$ cat src/rtl/ps2_voice_scheduler_pkg.sv
// ============================================================================
// ps2_voice_scheduler_pkg : scan-code constants, decoder states, event record
// Revision 1.0
// ============================================================================
`default_nettype none

package ps2_voice_scheduler_pkg;

    localparam int DEF_NUM_VOICES = 4;
    localparam int DEF_TIMEOUT    = 200000;
    localparam int VIDX_W         = 2;
    localparam int TO_W           = 18;

    localparam logic [7:0] SC_BREAK = 8'hF0;
    localparam logic [7:0] SC_EXT   = 8'hE0;

    localparam logic [1:0] ST_IDLE    = 2'd0;
    localparam logic [1:0] ST_BRK     = 2'd1;
    localparam logic [1:0] ST_EXT     = 2'd2;
    localparam logic [1:0] ST_EXT_BRK = 2'd3;

    typedef struct packed {
        logic [7:0]        code;
        logic              press;
        logic [VIDX_W-1:0] voice;
        logic              steal;
    } evt_t;

    // Controller/status bytes that never represent a key.
    function automatic logic is_discard(input logic [7:0] b);
        return b inside {8'h00, 8'hAA, 8'hE1, 8'hEE, 8'hFA, 8'hFC, 8'hFD, 8'hFE, 8'hFF};
    endfunction

endpackage

`default_nettype wire

$ cat src/rtl/ps2_evt_fifo.sv
// ============================================================================
// ps2_evt_fifo : 2-entry first-word-fall-through event queue, sticky overflow
// Revision 1.0
// ============================================================================
`default_nettype none

module ps2_evt_fifo
    import ps2_voice_scheduler_pkg::*;
(
    input  logic clk,
    input  logic rst_n,
    input  logic push_i,
    input  evt_t push_evt_i,
    input  logic ready_i,
    output logic valid_o,
    output evt_t head_o,
    output logic overflow_o
);

    logic [1:0] count_q, count_d;
    evt_t       head_q, head_d;
    evt_t       tail_q, tail_d;
    logic       ovf_q, ovf_d;
    logic       pop;

    assign pop = (count_q != 2'd0) && ready_i;

    always_comb begin
        count_d = count_q;
        head_d  = head_q;
        tail_d  = tail_q;
        ovf_d   = ovf_q;
        case ({push_i, pop})
            2'b10: begin
                if (count_q == 2'd0) begin
                    head_d  = push_evt_i;
                    count_d = 2'd1;
                end else if (count_q == 2'd1) begin
                    tail_d  = push_evt_i;
                    count_d = 2'd2;
                end else begin
                    ovf_d = 1'b1;
                end
            end
            2'b01: begin
                if (count_q == 2'd2) begin
                    head_d = tail_q;
                end
                count_d = count_q - 2'd1;
            end
            2'b11: begin
                // Pop implies non-empty, so occupancy is unchanged.
                if (count_q == 2'd2) begin
                    head_d = tail_q;
                    tail_d = push_evt_i;
                end else begin
                    head_d = push_evt_i;
                end
            end
            default: ;
        endcase
    end

    always_ff @(posedge clk or negedge rst_n) begin
        if (!rst_n) begin
            count_q <= 2'd0;
            head_q  <= '0;
            tail_q  <= '0;
            ovf_q   <= 1'b0;
        end else begin
            count_q <= count_d;
            head_q  <= head_d;
            tail_q  <= tail_d;
            ovf_q   <= ovf_d;
        end
    end

    assign valid_o    = (count_q != 2'd0);
    assign head_o     = head_q;
    assign overflow_o = ovf_q;

endmodule

`default_nettype wire

$ cat src/rtl/ps2_voice_scheduler.sv
// ============================================================================
// ps2_voice_scheduler : PS/2 scan-code decoder with rank-based voice allocation
// Revision 1.0
// ============================================================================
`default_nettype none

module ps2_voice_scheduler
    import ps2_voice_scheduler_pkg::*;
#(
    parameter int NUM_VOICES = DEF_NUM_VOICES,
    parameter int TIMEOUT    = DEF_TIMEOUT
) (
    input  logic                    clk,
    input  logic                    rst_n,
    input  logic [7:0]              rx_data,
    input  logic                    rx_valid,
    output logic [8*NUM_VOICES-1:0] voice_key,
    output logic [NUM_VOICES-1:0]   voice_active,
    output logic                    evt_valid,
    input  logic                    evt_ready,
    output logic [7:0]              evt_code,
    output logic                    evt_press,
    output logic [VIDX_W-1:0]       evt_voice,
    output logic                    evt_steal,
    output logic                    evt_overflow
);

    localparam logic [TO_W-1:0] TO_LIMIT = TO_W'(TIMEOUT);

    logic [1:0]                  state_q, state_d;
    logic [TO_W-1:0]             to_cnt_q, to_cnt_d;
    logic                        to_expire;
    logic [NUM_VOICES-1:0][7:0]  key_q, key_d;
    logic [NUM_VOICES-1:0]       active_q, active_d;
    logic [NUM_VOICES-1:0][1:0]  rank_q, rank_d;

    logic                        is_make, is_brk;
    logic                        hit, free_any, old_found;
    logic [VIDX_W-1:0]           hit_idx, free_idx, old_idx, alloc_idx;
    logic [1:0]                  old_rank;
    logic                        push;
    evt_t                        push_evt, head;

    // Idle counter runs in every state; only non-IDLE states act on it.
    always_comb begin
        to_cnt_d = to_cnt_q;
        if (rx_valid) begin
            to_cnt_d = '0;
        end else if (to_cnt_q != '1) begin
            to_cnt_d = to_cnt_q + TO_W'(1);
        end
    end

    assign to_expire = !rx_valid && (to_cnt_d >= TO_LIMIT);

    always_ff @(posedge clk or negedge rst_n) begin
        if (!rst_n) begin
            state_q  <= ST_IDLE;
            to_cnt_q <= '0;
        end else begin
            state_q  <= state_d;
            to_cnt_q <= to_cnt_d;
        end
    end

    always_comb begin
        state_d = state_q;
        if (rx_valid) begin
            case (state_q)
                ST_IDLE: begin
                    if (rx_data == SC_BREAK) begin
                        state_d = ST_BRK;
                    end else if (rx_data == SC_EXT) begin
                        state_d = ST_EXT;
                    end
                end
                ST_EXT:  state_d = (rx_data == SC_BREAK) ? ST_EXT_BRK : ST_IDLE;
                default: state_d = ST_IDLE;
            endcase
        end else if (to_expire && (state_q != ST_IDLE)) begin
            state_d = ST_IDLE;
        end
    end

    always_comb begin
        is_make = 1'b0;
        is_brk  = 1'b0;
        if (rx_valid) begin
            case (state_q)
                ST_IDLE: is_make = (rx_data != SC_BREAK) && (rx_data != SC_EXT)
                                   && !is_discard(rx_data);
                ST_BRK:  is_brk  = 1'b1;
                default: ;
            endcase
        end
    end

    always_comb begin
        hit      = 1'b0;
        hit_idx  = '0;
        free_any = 1'b0;
        free_idx = '0;
        for (int i = NUM_VOICES - 1; i >= 0; i--) begin
            if (active_q[i] && (key_q[i] == rx_data)) begin
                hit     = 1'b1;
                hit_idx = VIDX_W'(i);
            end
            if (!active_q[i]) begin
                free_any = 1'b1;
                free_idx = VIDX_W'(i);
            end
        end
    end

    // Strict compare while scanning upward keeps ties on the lowest index.
    always_comb begin
        old_found = 1'b0;
        old_idx   = '0;
        old_rank  = 2'd0;
        for (int i = 0; i < NUM_VOICES; i++) begin
            if (active_q[i] && (!old_found || (rank_q[i] > old_rank))) begin
                old_found = 1'b1;
                old_idx   = VIDX_W'(i);
                old_rank  = rank_q[i];
            end
        end
    end

    assign alloc_idx = free_any ? free_idx : old_idx;

    always_comb begin
        key_d    = key_q;
        active_d = active_q;
        rank_d   = rank_q;
        push     = 1'b0;
        push_evt = '0;
        if (is_make && !hit) begin
            for (int i = 0; i < NUM_VOICES; i++) begin
                if ((VIDX_W'(i) != alloc_idx) && active_q[i] && (rank_q[i] != 2'd3)) begin
                    rank_d[i] = rank_q[i] + 2'd1;
                end
            end
            key_d[alloc_idx]    = rx_data;
            active_d[alloc_idx] = 1'b1;
            rank_d[alloc_idx]   = 2'd0;
            push                = 1'b1;
            push_evt.code       = rx_data;
            push_evt.press      = 1'b1;
            push_evt.voice      = alloc_idx;
            push_evt.steal      = !free_any;
        end else if (is_brk && hit) begin
            active_d[hit_idx] = 1'b0;
            push              = 1'b1;
            push_evt.code     = rx_data;
            push_evt.press    = 1'b0;
            push_evt.voice    = hit_idx;
            push_evt.steal    = 1'b0;
        end
    end

    always_ff @(posedge clk or negedge rst_n) begin
        if (!rst_n) begin
            key_q    <= '0;
            active_q <= '0;
            rank_q   <= '0;
        end else begin
            key_q    <= key_d;
            active_q <= active_d;
            rank_q   <= rank_d;
        end
    end

    ps2_evt_fifo u_evt_fifo (
        .clk        (clk),
        .rst_n      (rst_n),
        .push_i     (push),
        .push_evt_i (push_evt),
        .ready_i    (evt_ready),
        .valid_o    (evt_valid),
        .head_o     (head),
        .overflow_o (evt_overflow)
    );

    assign voice_key    = key_q;
    assign voice_active = active_q;
    assign evt_code     = head.code;
    assign evt_press    = head.press;
    assign evt_voice    = head.voice;
    assign evt_steal    = head.steal;

endmodule

`default_nettype wire

$ cat config.mk
export PLATFORM = sky130hd
export DESIGN_NAME = ps2_voice_scheduler
export DESIGN_NICKNAME = d
export VERILOG_FILES = /design/src/rtl/ps2_voice_scheduler_pkg.sv /design/src/rtl/ps2_evt_fifo.sv /design/src/rtl/ps2_voice_scheduler.sv
export SDC_FILE = /design/constraint.sdc
export NUM_CORES = 1
export LEC_CHECK = 0
export BUFFER_PORTS_ARGS = -buffer_cell sky130_fd_sc_hd__buf_4
export CORE_MARGIN = 2
export CORE_UTILIZATION = 40
export DETAILED_ROUTE_END_ITERATION = 10
export PLACE_DENSITY = 0.54
export SLEW_MARGIN = 20
export SYNTH_ARGS = -nofsm -noshare
export SYNTH_HDL_FRONTEND = slang
export SYNTH_SLANG_ARGS = --single-unit
$ cat constraint.sdc
create_clock -name clk -period 8.6 [get_ports clk]
set_clock_uncertainty 0.05 [all_clocks]
set_input_delay 1.72 -clock clk [delete_from_list [all_inputs] [get_ports clk]]
set_output_delay 1.72 -clock clk [all_outputs]
set_load 0.01 [all_outputs]
Word level (Yosys, flattened, before mapping)
Index checks and enable logic that the tools add are counted.
{ "classes": {"addsub": 6, "magnitude_cmp": 8, "eq_ne": 38, "mux": 72, "bitwise": 7, "reduce_logical": 51} }
{ "op_table": {"columns": ["operator", "n"], "rows": [
  ["two-way mux 12 bit", 8],
  ["equality test 8 bit (second input constant)", 10],
  ["two-way mux 2 bit", 30],
  ["two-way mux 18 bit", 2],
  ["one-hot mux 12 bit (3 select lines)", 1],
  ["bitwise mux 32 bit", 1],
  ["equality test 8 bit", 4],
  ["logical AND 1 bit", 24],
  ["one-hot mux 12 bit (2 select lines)", 1],
  ["two-way mux 1 bit", 20],
  ["adder 18 x 1 -> 18 bit (second input constant)", 1],
  ["greater-or-equal comparator 18 bit (second input constant)", 1],
  ["inequality test 18 bit (second input constant)", 1],
  ["demux 8 bit (select 2 bit)", 1],
  ["inequality test 8 bit (second input constant)", 2],
  ["nonzero test 2 bit", 7],
  ["inequality test 2 bit (second input constant)", 5],
  ["nonzero test 9 bit", 1],
  ["adder 2 x 1 -> 2 bit (second input constant)", 4],
  ["bitwise AND 8 bit", 1],
  ["equality test 2 bit (second input constant)", 4],
  ["logical NOT 8 bit", 1],
  ["two-way mux 4 bit", 2],
  ["two-way mux 8 bit", 1],
  ["25 further kinds", 49]
]} }
{ "totals": {"ff_bits": 91, "input_bits": 12, "out_inout_bits": 50, "elab_cells": 203} }

Depth between registers and ports, before layout
Gate-level depths: netlist of run 1.
{ "depth": {"ltp_word": 20, "mapped_depth": 22, "ltp_nobuf": 22} }

Modules after synthesis
From an unflattened synthesis of run 1, not the netlist that was laid out.
{ "hier_totals": {"hier_cells": 501, "hier_area_um2": 5263.8} }
{ "modules_own_cells": {"columns": ["module", "n_inst", "cells_each", "area_per_inst_um2", "seq_area_each_um2"], "rows": [
  ["ps2_voice_scheduler", 1, 390, 3943.8, 1601.5],
  ["ps2_evt_fifo", 1, 111, 1320.0, 675.6]
]} }

Worst setup path before layout of run 1
OpenSTA, ideal clock, no wires.
{ "synth_timing": {"path_kind": "register to register", "startpoint": "register active_q[0], in the netlist voice_active[0]", "endpoint": "register key_q, in the netlist voice_key[16]", "setup_ns": 0.125, "arrival_ns": 4.710, "path_slack_ns": 3.716, "stages_incl_launch_ff": 22, "cell_sequence": "dfrtp_1 -> nand2_1 -> ha_1 -> nor2b_1 -> a2bb2oi_1 -> nor2_1 -> nor2_1 -> mux2_2 -> ha_1 -> nor2b_1 -> o21ai_0 -> o21ai_0 -> nand2_1 -> mux2_2 -> ha_1 -> nand2_1 -> o21ai_1 -> and3_1 -> a211oi_1 -> and2_1 -> nand2_1 -> mux2_2"} }
{ "synth_between": {"elab_chain_cells": 19, "elab_cells_between_ends": 34} }
{ "synth_rtl": {"columns": ["item", "line_no", "rtl"], "rows": [
  ["from (decl)", "ps2_voice_scheduler.sv:34", "logic [NUM_VOICES-1:0] active_q, active_d;"],
  ["from (signal assigned)", "ps2_voice_scheduler.sv:168", "active_q <= active_d;"],
  ["two-way mux 2 bit or two-way mux 1 bit (tied branches)", "ps2_voice_scheduler.sv:121", "if (active_q[i] && (!old_found || (rank_q[i] > old_rank))) begin"],
  ["> comparator 2 bit or logical NOT 1 bit (tied branches)", "ps2_voice_scheduler.sv:121", null],
  ["logical OR 1 bit", "ps2_voice_scheduler.sv:121", null],
  ["logical AND 1 bit", "ps2_voice_scheduler.sv:121", null],
  ["two-way mux 2 bit or two-way mux 1 bit (tied branches)", "ps2_voice_scheduler.sv:121", null],
  ["> comparator 2 bit or logical NOT 1 bit (tied branches)", "ps2_voice_scheduler.sv:121", null],
  ["logical OR 1 bit", "ps2_voice_scheduler.sv:121", null],
  ["logical AND 1 bit", "ps2_voice_scheduler.sv:121", null],
  ["[3 not listed]", null, null],
  ["logical AND 1 bit", "ps2_voice_scheduler.sv:121", null],
  ["two-way mux 2 bit", "ps2_voice_scheduler.sv:121", null],
  ["two-way mux 2 bit", "ps2_voice_scheduler.sv:129", "assign alloc_idx = free_any ? free_idx : old_idx;"],
  ["less-than comparator 2 x 3 -> 1 bit (implied by the code) or greater-or-equal comparator 2 x 1 -> 1 bit (tied branches)", "ps2_voice_scheduler.sv:143", "key_d[alloc_idx] = rx_data;"],
  ["logical AND 1 bit (implied by the code)", "ps2_voice_scheduler.sv:143", null],
  ["two-way mux 8 bit (implied by the code)", "ps2_voice_scheduler.sv:143", null],
  ["demux 8 bit (select 2 bit)", "ps2_voice_scheduler.sv:143", null],
  ["bitwise mux 32 bit", "ps2_voice_scheduler.sv:143", null],
  ["to (signal assigned)", "ps2_voice_scheduler.sv:167", "key_q <= key_d;"],
  ["to (decl)", "ps2_voice_scheduler.sv:33", "logic [NUM_VOICES-1:0][7:0] key_q, key_d;"]
]} }
Parallel ways exist; a longest one is shown, timed or not.
A chain may end at the register's enable or synchronous reset.

Worst setup path after layout of run 1
{ "layout_timing": {"startpoint": "register active_q[0], in the netlist voice_active[0]", "endpoint": "register key_q, in the netlist voice_key[21]"} }
The elaborated chain is that of the path after synthesis.

==> results of run 1 <==
## cell families (layout without fill, tap and decap cells)
group	Yosys count	in the layout	share of synthesized area
muxes	44	44	0.101
DFF	91	91	0.444
and+or+nand+nor	181	181	0.179
xor gates and xnor gates	41	41	0.0700
AOI/OAI and AO/OA	90	90	0.116
adders and majority gates	19	19	0.0459
buffers and inverters	45	102	0.0446
## registers in the layout, indices dropped and copies added, names as in the netlist
register	cells
rank_q	8
state_q	2
to_cnt_q	18
u_evt_fifo.count_q	2
u_evt_fifo.head_o	12
u_evt_fifo.overflow_o	1
u_evt_fifo.tail_q	12
voice_active	4
voice_key	32
## path summary, 6_finish.rpt
path / to / slack [ns] / depth (start not counted)
max in group asynchronous: rank_q[3] / 6.09 / 2
min: u_evt_fifo.tail_q[9] / 0.42 / 2
min reg2reg: u_evt_fifo.tail_q[9] / 0.42 / 2
max: voice_key[21] / 3.11 / 21
min in group asynchronous: u_evt_fifo.head_o[3] / 1.25 / 1
max reg2reg: voice_key[21] / 3.11 / 21
## layout make-up
type	instances	share of cell area
clock inverter	6	0.00755
clock buffer	10	0.0401
tap	172	0.0361
timing repair buffer	64	0.0806
sequential	91	0.382
inverter	22	0.0138
multi-input combinational	375	0.440
## layer usage
layer | routed length [um] | global-route usage | part of all wire
met1 | 5530 | 0.253 | 0.47
met2 | 5720 | 0.289 | 0.49
met3 | 420 | 0.0479 | 0.036
met4 | 102 | 0.0400 | 0.0087
met5 | 0 | 0 | 0
## power groups by stage
stage	combinational, mW	sequential, mW	clock, mW
after global routing	1.51	0.757	0.415
after global placement	1.34	0.737	0
final	1.36	0.732	0.381
after CTS	1.37	0.733	0.393
after floorplan	0.959	0.760	0
after detailed placement	1.37	0.739	0
## synth_stat cells, types with 4 or more instances
| master | number | area, um^2 |
|---|---|---|
| a21oi_1 | 18 | 90.1 |
| a22oi_1 | 4 | 30.0 |
| a31oi_1 | 5 | 31.3 |
| a32oi_1 | 10 | 87.6 |
| and3_1 | 6 | 37.5 |
| buf_6 | 6 | 67.6 |
| clkbuf_1 | 11 | 41.3 |
| dfrtp_1 | 91 | 2280 |
| ha_1 | 18 | 225 |
| inv_1 | 22 | 82.6 |
| mux2_2 | 30 | 338 |
| mux2_4 | 8 | 120 |
| mux2i_1 | 6 | 60.1 |
| nand2_1 | 44 | 165 |
| nand2b_1 | 4 | 25.0 |
| nand3_1 | 19 | 95.1 |
| nand4_1 | 8 | 50.1 |
| nor2_1 | 47 | 176 |
| nor2b_1 | 8 | 50.1 |
| nor3_1 | 11 | 55.1 |
| nor4_1 | 12 | 75.1 |
| o21ai_0 | 24 | 120 |
| or3_1 | 5 | 31.3 |
| xnor2_1 | 23 | 201 |
| xor2_1 | 18 | 158 |
## critical path, delay by kind of cell, from the launching register on
kind	cells	cell delay [ns]
muxes	3	1.11
adders and majority gates	3	0.85
and+or+nand+nor	10	1.53
DFF	1	0.51
AOI/OAI and AO/OA	5	1.34
## stage by stage
step / cell area [um^2] / utilization / instances / hold WS [ns] / setup WS, ns
after CTS: 5960 / 0.474 / 740 / 0.421 / 3.11
after detailed placement: 5680 / 0.452 / 724 / 0.406 / 3.09
after floorplan: 5130 / - / 511 / 0.389 / 3.72
after global routing: 5960 / 0.474 / 740 / 0.452 / 2.67
final: 5960 / 0.474 / 740 / 0.417 / 3.11
after global placement: 5680 / 0.452 / 724 / 0.399 / 3.25
==> run_results.csv, run 1 <==
group,metric,value,unit
sta,setup_viol,0,
detailed_routing,first_pass_iters,4,
detailed_routing,vias,3903,
clock_tree,cts_tree,"yes",
floorplanning,design.core.area,12600,um^2
finish,num_antenna_cells,0,
finish,final_common_cell,"dfrtp_1",
critical_path,crit_start,"voice_active[0]",
power_and_ir_drop,pwr-share-comb,0.549,
floorplanning,start_util,0.408,
synthesis,synth-seq-cells,91,
clock_tree,path_clk_slew,0.07,ns
synthesis,synth-edff-count,0,
floorplanning,row_count,41,
job,cap_violations,0,
clock_tree,ctsHtreeMaxLevel,3,
critical_path,startpoint_type,"register",
critical_path,worst_ep_arrival_time,5.68,ns
placed_design,gp_congestion,0.820,
synthesis,synth_area_per_cell,10.0,um^2
sta,finalHoldViolations,0,
sta,period_minus_slack,5.49,ns
global_routing,antenna_found_initial,0,
clock_tree,cts_sinks,91,
power_and_ir_drop,pwr-share-clk,0.154,
power_and_ir_drop,power_leakage,2.73,nW
placed_design,io_buffer_count,61,
sta,grt_setup_unrepaired,"false",
global_routing,grt_use_total,0.182,
clock_tree,cts.root.buffer_cell,"clkbuf_16",
detailed_routing,drcViolationCount,0,
critical_path,worstSetupPathType,"register to register",
power_and_ir_drop,internal_power,1.49,mW
power_and_ir_drop,p_seq_frac,0.296,
critical_path,slowest_stage,"a211oi_1",
min_path,min_from,"u_evt_fifo.tail_q[9]",
finish,final_cell_mix,"dfrtp_1 (91), buf_4 (64), nor2_1 (47)",
synthesis,synth-seq-area-share,0.444,
synthesis,syn_inst,511,
sta,relSlewSlack,0.398,
power_and_ir_drop,swShare,0.395,
clock_tree,cts_buffer_depth,2,
global_routing,grt_start_max_net_pins,63,
clock_tree,post_cts_buffers,0,
power_and_ir_drop,cellPowerDensity,414,nW/um^2
global_routing,grt-ovfl-total,0,
critical_path,cp_common_cell,"nand2_1",
global_routing,grt_pass1_wl,19300,um
min_path,hp-class,"register to register",
clock_tree,ctsHoldBuffers,0,
synthesis,syn-num-nets,541,
power_and_ir_drop,ir_drop,0.237,mV
finish,register_area,2280,um^2
critical_path,cp_data_required_time,8.79,ns
critical_path,critPathMaxFanout,9,
clock_tree,numCtsBuffers,9,
sta,worst_slew_pin_slew,0.903,ns
detailed_routing,vias_per_cell,5.27,
synthesis,synthArstFlopShare,1.00,
sta,finalMaxSlewViolations,0,
sta,post-route-period-util,0.639,
power_and_ir_drop,total_power,2.47,mW
critical_path,max_stage_delay,0.62,ns
finish,layout-drive-gt1-share,0.225,
synthesis,synth_flop_cell,"dfrtp_1",
detailed_routing,ant_nets,0,
finish,final_nets,593,
critical_path,r2r-start,"voice_active[0]",
run_status,status,"completed",
floorplanning,die-area,13700,um^2
critical_path,end_kind,"register",
detailed_routing,wirelength,11800,um
critical_path,path_cells,"nand2_1, ha_1, nor2b_1, a2bb2oi_1, nor2_1, nor2_1, mux2_2, ha_1, nor2b_1, o21ai_0, o21ai_0, nand2_1, mux2_2, ha_1, nand2_1, o21ai_1, and3_1, a211oi_1, and2_1, nand2_1, mux2_2",
synthesis,syn_area,5130,um^2
floorplanning,die_w,117,um
placed_design,hpwlAfterDp,8410,um
finish,multi_input_area,2620,um^2
synthesis,ys_types,56,
detailed_routing,drtIter0Drc,151,
detailed_routing,wl_per_cell,15.9,um
clock_tree,insertion_delay,0.35,ns
finish,fill_cells,1237,
floorplanning,ios,62,
global_routing,grt_pass1_vias,3754,
power_and_ir_drop,p_sw,977,uW
clock_tree,cts_resized,0,
floorplanning,die_y,117,um
sta,setup_tns,0,ns
finish,area_growth,16.2,%
sta,fmax,182,MHz
synthesis,yosys_warnings,0,
No activity file was read; power rests on OpenSTA's default activity.
==> run 2: changes to the inputs <==
- ABC_AREA: default -> 1
- clock period: 8.6 -> 5.2 ns (I/O delays scaled with it)
==> run 2 against run 1 <==
  * Total power up 100%
  * Non-clock buffer count decreased by 1
  * Synthesized area grew 8.4%
  * Clock-buffer cell count stayed put
  * Worst setup slack worse by 2.3 ns
  * Wire length grew 24%
  * Critical path type unchanged
  * Critical endpoint is now voice_key[0]
  * Largest cell class unchanged
==> run_results.csv, run 2 <==
group,metric,value,unit
placed_design,gp_congestion,0.862,
detailed_routing,wirelength,14600,um
placed_design,placedCellCount,952,
global_routing,grt_start_max_net_pins,54,
clock_tree,numCtsBuffers,9,
run_status,status,"completed",
finish,final_common_cell,"nand2_1",
synthesis,yosys.cell_count.top_type,"nand2_1",
finish,final_cell_mix,"nand2_1 (180), inv_1 (97), dfrtp_1 (91)",
synthesis,synth_flop_cell,"dfrtp_1",
sta,finalMaxSlewViolations,0,
placed_design,hpwlAfterDp,10500,um
critical_path,worstSetupPathDepth,30,
sta,setup_tns,0,ns
synthesis,ys_types,45,
detailed_routing,vias_per_cell,5.10,
sta,setup_viol,0,
global_routing,antenna_found_initial,0,
clock_tree,cts_resized,0,
critical_path,startpoint_type,"register",
synthesis,synth.largest_area_cell,"dfrtp_1",
finish,fin_cells,968,
finish,area_growth,15.1,%
power_and_ir_drop,cellPowerDensity,780,nW/um^2
clock_tree,cts_sinks,91,
power_and_ir_drop,p_sw,2.53,mW
finish,final_nets,813,
placed_design,io_buffer_count,61,
synthesis,synth-seq-cells,91,
sta,grt_setup_unrepaired,"false",
global_routing,grt_use_total,0.211,
finish,fill_cells,1376,
synthesis,synth-edff-count,0,
synthesis,syn_inst,733,
floorplanning,die-area,14900,um^2
critical_path,worst_ep_arrival_time,4.58,ns
floorplanning,design.core.area,13700,um^2
global_routing,grt_pass1_vias,4898,
critical_path,r2r_cells,30,
min_path,hold_path_depth,1,
detailed_routing,drcViolationCount,0,
synthesis,syn_area,5560,um^2
finish,final_cell_area,6400,um^2
clock_tree,cts.root.buffer_cell,"clkbuf_16",
sta,finalHoldViolations,0,
synthesis,syn-num-nets,763,
critical_path,critical_path.top_delay_family,"simple AND/OR/NAND/NOR gates",
detailed_routing,first_pass_iters,5,
detailed_routing,ant_nets,0,
clock_tree,path_clk_slew,0.07,ns
synthesis,synthArstFlopShare,1.00,
global_routing,grt_pass1_wl,24500,um
sta,fmax,228,MHz
sta,worst_slew_pin_slew,0.742,ns
synthesis,synth-seq-area-share,0.409,
power_and_ir_drop,ir_drop,0.646,mV
power_and_ir_drop,pwr-share-comb,0.615,
sta,relSlewSlack,0.506,
min_path,hp-class,"register to register",
power_and_ir_drop,power_leakage,3.25,nW
synthesis,synth_area_per_cell,7.59,um^2
floorplanning,ios,62,
placed_design,pre_cts_slack,0.794,ns
job,cap_violations,0,
floorplanning,start_util,0.405,
detailed_routing,vias,4932,
synthesis,yosys_warnings,0,
global_routing,grt-ovfl-total,0,
critical_path,cp_num_buf_inv,4,
sta,post-route-period-util,0.844,
placed_design,dpl_cell_area,6100,um^2
clock_tree,ctsHoldBuffers,0,
power_and_ir_drop,swShare,0.506,
critical_path,cp_data_required_time,5.39,ns
finish,layout-drive-gt1-share,0.179,
synthesis,ys_top_cells_by_count,"nand2_1 (180), inv_1 (97), dfrtp_1 (91)",
critical_path,slowest_stage,"dfrtp_1",
power_and_ir_drop,pwr-share-clk,0.138,
critical_path,end_kind,"register",
floorplanning,row_count,43,
clock_tree,post_cts_buffers,0,
finish,largest_reg_flops,32,
synthesis,synth_top_cell_area_share,0.409,
detailed_routing,wl_per_cell,15.1,um
power_and_ir_drop,p_seq_frac,0.247,
finish,num_antenna_cells,0,
floorplanning,die_w,122,um
clock_tree,insertion_delay,0.36,ns
clock_tree,ctsHtreeMaxLevel,3,
critical_path,critPathMaxFanout,18,
clock_tree,cts_tree,"yes",
critical_path,worstSetupPathType,"register to register",
critical_path,cp_common_cell,"nand2_1",
power_and_ir_drop,internal_power,2.47,mW
sta,period_minus_slack,4.39,ns
synthesis,synth_area_leaders,"dfrtp_1 (41%), nand2_1 (12%), inv_1 (6.5%), nor2_1 (5.3%), o21ai_0 (4.1%)",
floorplanning,die_y,122,um
detailed_routing,drtIter0Drc,309,
sta,setup_slack,0.812,ns
critical_path,max_stage_delay,0.57,ns
clock_tree,cts_buffer_depth,2,
==> run 2: cell count changes after synthesis, sizes merged, moves of 7 or more <==
cell / delta
a2bb2oi: +9
a32oi: -10
inv: +85
mux2: -38
nand2: +141
nand3: +30
nor2: +36
nor2b: -7
nor4: -11
o21ai: +57
xnor2: -14
xor2: -14
==> run 2: kinds of logic (layout without fill, tap and decap cells) <==
logic type,count (synthesis),in the layout,share of synthesized area
buffers and inverters,131,186,0.103
flip-flops,91,91,0.409
AND/OR/NAND/NOR,353,353,0.281
XOR/XNOR,13,13,0.0205
adder cells (fa/ha/maj),18,18,0.0405
AO/OA/AOI/OAI,127,127,0.146
==> run 2: cell type report <==
| class | instances | area, um^2 | share of cell area |
|---|---|---|---|
| repair buffers | 63 | 473 | 0.0739 |
| multi-input cells | 511 | 2720 | 0.425 |
| clock inverters | 6 | 71.3 | 0.0111 |
| well taps | 180 | 225 | 0.0352 |
| inverters | 107 | 407 | 0.0635 |
| flip-flops and latches | 91 | 2280 | 0.356 |
| clock buffers | 10 | 229 | 0.0358 |
==> run 2: worst reg2reg max path, delay by kind of cell (launching register included) <==
| family | cells | cell delay, ns |
|---|---|---|
| AOI/OAI and AO/OA | 7 | 0.69 |
| buffers and inverters | 4 | 0.23 |
| DFF | 1 | 0.57 |
| and+or+nand+nor | 16 | 1.80 |
| adders and majority gates | 3 | 0.94 |
==> run 2: stage by stage <==
stage               total power [mW]  utilization  hold slack (ns)
global route                    5.52        0.467            0.467
global placement                4.26        0.445            0.409
floorplan                       3.57            -            0.404
finish                          5.00        0.467            0.435
CTS                             5.05        0.467            0.444
detailed placement              4.33        0.445            0.428
==> run 2: worst paths after layout <==
check	slack [ns]	startpoint	endpoint
max	0.81	voice_active[0]	voice_key[0]
min	0.43	u_evt_fifo.overflow_o	u_evt_fifo.overflow_o
max reg2reg	0.81	voice_active[0]	voice_key[0]
min reg2reg	0.43	u_evt_fifo.overflow_o	u_evt_fifo.overflow_o
max in group asynchronous	3.40	rst_n	voice_key[15]
min in group asynchronous	0.69	rst_n	to_cnt_q[10]
==> run 2: routing by layer <==
layer | global-route usage | routed length [um]
met1 | 0.294 | 6990
met2 | 0.327 | 6730
met3 | 0.0346 | 594
met4 | 0.0848 | 263
met5 | 0 | 0
==> run 2: power groups by stage <==
stage          Sequential, mW  Combinational, mW  Clock [mW]
2_1_floorplan            1.26               2.32           0
3_3_place_gp             1.24               3.02           0
3_5_place_dp             1.24               3.09           0
4_1_cts                  1.23               3.11       0.705
5_1_grt                  1.27               3.52       0.734
6_report                 1.24               3.07       0.689
